===== config.mk =====
export PLATFORM = sky130hd
export DESIGN_NAME = stage3
export DESIGN_NICKNAME = d
export VERILOG_FILES = /design/src/rtl/stage3.sv
export SDC_FILE = /design/constraint.sdc
export NUM_CORES = 1
export LEC_CHECK = 0
export BUFFER_PORTS_ARGS = -buffer_cell sky130_fd_sc_hd__buf_4
export CORE_UTILIZATION = 51
export CTS_CLUSTER_DIAMETER = 100
export DETAILED_ROUTE_END_ITERATION = 10
export HOLD_SLACK_MARGIN = 0.15
export PLACE_DENSITY = 0.86
export SLEW_MARGIN = 0
export SYNTH_ARGS = -nofsm -noshare
export SYNTH_HDL_FRONTEND = slang
export SYNTH_SLANG_ARGS = --single-unit

===== constraint.sdc =====
create_clock -name clk3 -period 1.8 [get_ports clk3]
set_clock_uncertainty 0.15 [all_clocks]
set_input_delay 0.45 -clock clk3 [delete_from_list [all_inputs] [get_ports clk3]]
set_output_delay 0.45 -clock clk3 [all_outputs]
set_load 0.01 [all_outputs]

===== src/rtl/stage3.sv =====
// -----------------------------------------------------------------------------
// stage3 - keyed rotate/XOR round engine, downstream of stage2.
//
// A rising edge on stg2_done captures the stage-2 word and the key. The engine
// then runs ROUNDS rounds, one per clock. Each round is
//     work <= rotl(work, rot) ^ (msk_en ? MASK : 0) ^ k
// where rot = key_bits[3:2] + 1 and msk_en = key_bits[4]. The result appears
// on stg3_out together with a level done flag. Only one word is in flight.
//
// Parameters
//   WIDTH   data width; must match the stage-2 output width
//   ROUNDS  rounds per word, 1..15 (the round counter is 4 bits)
//
// Ports
//   clk3       in   1      stage clock, rising edge
//   rst        in   1      asynchronous reset, active low
//   key_bits   in   5      key; only [4:2] is used
//   stg2_out   in   WIDTH  data word from stage2
//   stg2_done  in   1      stage2 done level; its rising edge starts a job
//   busy       out  1      high while rounds are in progress
//   done       out  1      level; stg3_out holds a valid result
//   stg3_out   out  WIDTH  result word
// -----------------------------------------------------------------------------
module stage3 #(
    parameter int unsigned WIDTH  = 17,
    parameter int unsigned ROUNDS = 4
) (
    input  logic             clk3,
    input  logic             rst,
    input  logic [4:0]       key_bits,
    input  logic [WIDTH-1:0] stg2_out,
    input  logic             stg2_done,
    output logic             busy,
    output logic             done,
    output logic [WIDTH-1:0] stg3_out
);

    typedef enum logic {
        IDLE = 1'b0,
        RUN  = 1'b1
    } state_t;

    // Even-index bits set (17'h15555 at WIDTH=17).
    localparam logic [2*WIDTH-1:0] MASK_REP = {WIDTH{2'b01}};
    localparam logic [WIDTH-1:0]   MASK     = MASK_REP[WIDTH-1:0];
    localparam logic [3:0]         LAST_K   = 4'(ROUNDS - 1);

    // Rotate left modulo WIDTH: the doubled word shifted left leaves the
    // wrapped result in its upper half (valid for r <= WIDTH).
    function automatic logic [WIDTH-1:0] rotl(input logic [WIDTH-1:0] w,
                                              input logic [2:0]       r);
        logic [2*WIDTH-1:0] dbl;
        dbl = {w, w} << r;
        return dbl[2*WIDTH-1:WIDTH];
    endfunction

    state_t             state_q, state_d;
    logic [3:0]         cnt_q, cnt_d;
    logic [WIDTH-1:0]   work_q, work_d;
    logic [2:0]         rot_q, rot_d;
    logic               msk_q, msk_d;
    logic               busy_q, busy_d;
    logic               done_q, done_d;
    logic [WIDTH-1:0]   out_q, out_d;
    logic               stg2_done_q;

    logic               start;
    logic [WIDTH-1:0]   round_val;
    logic               unused_key;

    assign unused_key = ^key_bits[1:0];

    // Edge detect on the stage-2 done level; the delay register tracks in
    // every state so a level held across completion cannot retrigger.
    assign start = stg2_done & ~stg2_done_q;

    assign round_val = rotl(work_q, rot_q) ^ (msk_q ? MASK : '0) ^ WIDTH'(cnt_q);

    always_comb begin
        state_d = state_q;
        cnt_d   = cnt_q;
        work_d  = work_q;
        rot_d   = rot_q;
        msk_d   = msk_q;
        busy_d  = busy_q;
        done_d  = done_q;
        out_d   = out_q;

        unique case (state_q)
            IDLE: begin
                if (start) begin
                    work_d  = stg2_out;
                    rot_d   = {1'b0, key_bits[3:2]} + 3'd1;
                    msk_d   = key_bits[4];
                    cnt_d   = '0;
                    busy_d  = 1'b1;
                    done_d  = 1'b0;
                    state_d = RUN;
                end
            end
            RUN: begin
                work_d = round_val;
                cnt_d  = cnt_q + 4'd1;
                if (cnt_q == LAST_K) begin
                    out_d   = round_val;
                    done_d  = 1'b1;
                    busy_d  = 1'b0;
                    state_d = IDLE;
                end
            end
            default: state_d = IDLE;
        endcase
    end

    always_ff @(posedge clk3 or negedge rst) begin
        if (!rst) begin
            state_q     <= IDLE;
            cnt_q       <= '0;
            work_q      <= '0;
            rot_q       <= '0;
            msk_q       <= 1'b0;
            busy_q      <= 1'b0;
            done_q      <= 1'b0;
            out_q       <= '0;
            stg2_done_q <= 1'b0;
        end else begin
            state_q     <= state_d;
            cnt_q       <= cnt_d;
            work_q      <= work_d;
            rot_q       <= rot_d;
            msk_q       <= msk_d;
            busy_q      <= busy_d;
            done_q      <= done_d;
            out_q       <= out_d;
            stg2_done_q <= stg2_done;
        end
    end

    assign busy     = busy_q;
    assign done     = done_q;
    assign stg3_out = out_q;

endmodule

* Word-level counts from Yosys, hierarchy flattened
Index checks and enable logic that the tools add are counted.
** Operators by class
- Add/subtract/negate cells :: 2
- Shift operators :: 1
- Reduce and logical (&&, ||, !) cells :: 3
- Mux-type cells :: 14
- Bitwise logic cells :: 5
- Equality and inequality tests :: 3
** Operator list (number)
- 17-bit two-way mux :: 2
- 17-bit case mux with 2 select lines :: 1
- 34-bit by 3-bit << shifter with 34-bit output :: 1
- 17-bit bitwise XOR :: 1
- 17-bit by 4-bit bitwise XOR with 17-bit output :: 1
- 4-bit case mux with 2 select lines :: 1
- 1-bit two-way mux :: 6
- 1-bit case mux with 2 select lines :: 3
- 2-bit AND reduction :: 3
- 4-bit by 1-bit adder with 4-bit output (second input constant) :: 1
- 4-bit by 2-bit == test with 1-bit output (second input constant) :: 1
- 4-bit two-way mux :: 1
- 2-bit by 1-bit adder with 3-bit output (second input constant) :: 1
- 2-bit by 1-bit != test with 1-bit output (second input constant) :: 1
- 2-bit != test (second input constant) :: 1
- 1-bit NOT :: 2
- 1-bit AND :: 1
** Storage, ports and cells
- Logic and storage cells :: 37
- Bits of input ports :: 25
- Output and inout port bits :: 19
- Flip-flop bits (word level) :: 46

* Depth between registers and ports, before layout
- Word-level depth :: 4
- Depth in mapped cells :: 7

* Worst setup path after synthesis
Ideal clock, no wire load.
- Kind :: reg2reg
- Start :: register rot_q[0]
- End :: register work_q[4]
- Stages on the path, launching flop included :: 6
- Library setup time :: 0.137 ns
- Arrival :: 1.510 ns
- Buffers on the path :: 1
- Slack :: 0.003 ns
- Path through :: dfrtp_1 > buf_6 > mux4_2 > mux2i_1 > xor2_1 > a21oi_1
** On the way
- Longest elaborated chain between the ends :: 4
** Ends and longest elaborated chain
- start, declared :: RTL line 60 : logic [2:0] rot_q, rot_d;
- start signal, assigned :: RTL line 130 : rot_q <= rot_d;
- 34-bit by 3-bit << shifter with 34-bit output :: RTL line 53 : dbl = {w, w} << r;
- 17-bit bitwise XOR :: RTL line 77 : assign round_val = rotl(work_q, rot_q) ^ (msk_q ? MASK : '0) ^ WIDTH'(cnt_q);
- 17-bit by 4-bit bitwise XOR with 17-bit output :: RTL line 77
- 17-bit case mux with 2 select lines :: RTL line 89 : unique case (state_q)
- end signal, assigned :: RTL line 129 : work_q <= work_d;
- end, declared :: RTL line 59 : logic [WIDTH-1:0] work_q, work_d;
No other way between the ends.
A chain may end at the register's enable or synchronous reset.

* Worst setup path in the final report
- Start :: register rot_q[0]
- End :: register work_q[1]
The elaborated chain is that of the path after synthesis.

==> results.md <==
Route:
- The first TritonRoute pass finished after 4 iterations.
- For this block, the via count after detailed routing is 2089.
- In the final routed layout, each cell accounts on average for 17.6 um.
- The detail route stage leaves a number of antenna-violating nets equal to 0.
- After the first detailed-routing iteration, the DRC count stood at 161.
- The number of remaining DRC errors is 0.
- The total routed wirelength is 6310 um.
- The detail-routed via count per cell is 5.82.

Timing:
- The pin slew with the least headroom to its limit is 0.584 ns.
- The minimum clock period after layout is 1.92 ns.
- The post-layout worst setup margin is -0.123 ns.
- The worst hold slack is 0.179 ns.
- Setup violations remaining at the end of the flow were counted as 23.
- The final count of pins violating max slew came to 0.
- Adding up every negative setup slack in the final design gives -1.41 ns.
- The final hold violation count was 0.
- Setup repair after global routing could not meet its margin everywhere.
- Headroom to the max-slew limit came out at 61.0%.
- Dividing the final minimum period by the clock period gives 107%.
- For this run, the top clock speed supported by timing is 0.520 GHz.

Die:
- Row generation in the floorplan step produced 25 rows.
- In this run the horizontal extent of the chip is 73.9 um.
- The area enclosed by the die boundary is 0.00546 mm2.
- The die is 73.9 um tall.
- The initial cell density of the core is 54.4%.
- The core footprint is 0.00485 mm2.
- The number of ports placed on the die boundary is 44.

Yosys:
- In this run the biggest area consumer among cell types represents 43.6% of the synthesized area.
- Summed over all instances, the cell type with the most area after synthesis is dfrtp_1.
- Of the synthesized area, sequential elements account for 43.6%.
- In this run the mean area of a mapped cell was 11.0 um2.
- Yosys attributes the largest share of cell area to dfrtp_1 (44%), mux2i_1 (13%), mux4_2 (7.7%).
- In this run, synthesis produced a sequential element count of 46.
- After technology mapping, the gate count stands at 240.
- For this run, the number of Yosys warnings is 0.
- After synthesis, the netlist uses 26 different library cells.
- The number of nets handed over by synthesis was 267.
- In this run the cell area of the synthesized design comes to 0.00264 mm2.

Clocking:
- Clock tree synthesis inserted a total of 5 buffers.
- The later pin in the worst-skew pair is clocked with a latency of 0.30 ns.
- The maximum buffer depth of the clock tree is 2.
- CTS saw 46 sinks.
- CTS placed an instance of clkbuf_8 at the clock tree root.
- The H-tree was split into 2 levels.
- The clock-pin transition on the worst setup and hold timing paths is 0.08 ns.
- TritonCTS built the clock tree.

Critical path:
- Broken down by cell family, the worst path's largest delay share belongs to multiplexers.
- Along the worst path, the maximum fanout reaches 8.
- The endpoint required time on the critical path is 1.83 ns.
- STA classifies the critical path startpoint as a flip-flop.
- Walking the worst path, the cells encountered are buf_6 > mux4_2 > mux2i_1 > xor2_1 > a21oi_1.
- The critical path arrival is 1.96 ns.
- The number of buffers and inverters on the critical path is 1.
- The longest individual stage delay on the worst path is 0.55 ns.
- The setup path with the least slack is of type reg -> reg.
- The largest individual stage delay along the critical path comes from the cell mux4_2.
- The worst setup path is captured at a flip-flop.

Global routing:
- The largest net degree at the start of global routing is 47.
- The number of antenna violations at the first check in global routing is 0.
- The global route total overflow is 0.
- The via count of the first global-routing pass is 2002.
- The peak-usage layer in the global routing report is met2.
- The met3 routing resource usage after global routing is 6.04%.
- The total routing resource utilization after global routing is 24.5%.
- The first-pass GRT wire length is 9800 um.
- Global routing consumed, on the met1 layer, 31.8% of the routing resources.
- In the global route stage, met2 resource usage came out at 40.2%.

Finish:
- The post-synthesis to final-layout area growth is 25.9%.
- The post-route netlist has 32.9% of its cells at a drive strength greater than 1.
- For this run, the post-layout net count is 318.
- The most frequent standard cell in the layout excluding fill and tap cells is buf_4.
- Once layout is complete, the cells apart from fillers number 359.
- The library cells used most frequently in the layout, excluding fill and tap cells, are buf_4 (57), dfrtp_1 (45), mux2i_1 (26).
- The number of antenna repair diodes is 0.
- The total of fill cells in the finished design is 366.
- The multi-input combinational cell area is 0.00148 mm2.
- Registers take 0.00115 mm2.

Placed design:
- The worst slack after detailed placement is -0.171 ns.
- At the end of routability-driven placement, the weighted congestion stood at 0.887.
- During placement, the flow inserted port buffers numbering 41.
- The number of cells after detailed placement is 349.
- Detailed placement ended at an HPWL of 4240 um.

Pwr:
- The worst-case IR drop observed on VDD is 0.00130 V.
- Summed over all cells, the static leakage comes to 1.46 nW.
- The total power density per cell area is 2180 mW/mm2.

Status:
- The final reports fail on negative setup slack.
- The run finished, with violations left.

Worst hold path:
- The tightest min-delay check is of the in -> reg type.

Job:
- The reported max-cap violation count is 0.
[cells by family after synthesis]
kind of cell	after synthesis	share of synthesized area, %
buffers and inverters	20	3.51
AND/OR/NAND/NOR	49	9.01
AO/OA/AOI/OAI	59	13.0
XOR/XNOR	14	4.65
adder cells (fa/ha/maj)	2	0.949
flip-flops	46	43.6
multiplexers	50	25.2
[report_power, final]
group          switching (mW)  internal, mW  leakage (nW)
sequential              0.599          1.56         0.546
clock                   0.345         0.310        0.0482
combinational            2.11          2.31         0.870
[registers in the layout (all words and copies together) (netlist names)]
register and cells:
stg3_out 17, msk_q 1, rot_q 3, done 1
cnt_q 4, stg2_done_q 1, work_q 17, state_q 1
busy 1
[area by class of cell]
cell class	instances	area share, %
timing repair buffer	64	15.4
clock buffer	7	2.60
multi-input combinational	174	44.6
sequential	46	34.7
tap	67	2.52
clock inverter	1	0.151
[worst register-to-register path, stage by stage (launching register included)]
cell and delay (ns):
dfrtp_1 0.41, buf_6 0.17, mux4_2 0.56, mux2i_1 0.18
xor2_1 0.24, a21oi_1 0.10
[layer usage]
layer  wire length [um]  vias up
met5                  0        -
met4                 82        0
met3                295        7
met2               3290       77
met1               2640     1034
li1                   -      971
[worst paths after layout]
kind                       slack [ns]           end   startpoint  depth (start not counted)
hold / removal                   0.18      rot_q[0]  key_bits[2]                          2
max in group asynchronous        0.56      rot_q[2]          rst                          2
setup reg to reg                -0.12     work_q[1]     rot_q[0]                          5
min in group asynchronous        0.52  stg3_out[16]          rst                          2
hold reg to reg                  0.33          busy         busy                          1
setup / recovery                -0.12     work_q[1]     rot_q[0]                          5
[Yosys cell counts (all sizes together)]
| library cell | instances |
|---|---|
| mux2 | 3 |
| ha | 2 |
| xor2 | 9 |
| nand2 | 24 |
| nor2b | 2 |
| nand3 | 1 |
| a21oi | 18 |
| o21ai | 22 |
| clkbuf | 13 |
| xnor2 | 5 |
| mux2i | 35 |
| mux4 | 12 |
| nor2 | 3 |
| nand2b | 1 |
| a211oi | 17 |
| a21o | 1 |
| dfrtp | 46 |
| and2 | 17 |
| o21a | 1 |
| or3 | 1 |
| buf | 7 |
[what timing repair did]
| item | 4_1_cts | 5_1_grt |
|---|---|---|
| hold endpoints to repair | 47 | 0 |
| setup endpoints to repair | 24 | 33 |
| gates resized for setup | 13 | 18 |
| setup buffers | 0 | 0 |
| pin swaps | 12 | 6 |
| hold buffers | 2 | 0 |
[through the flow]
step                utilization [%]  total power, mW  instance area [um2]
global route                   68.5             7.72                 3320
finish                         68.5             7.24                 3320
detailed placement             64.1             5.98                 3110
floorplan                         -             4.76                 2640
CTS                            66.7             6.84                 3240
global placement               64.1             5.81                 3110
(Power assumes the default switching activity.)
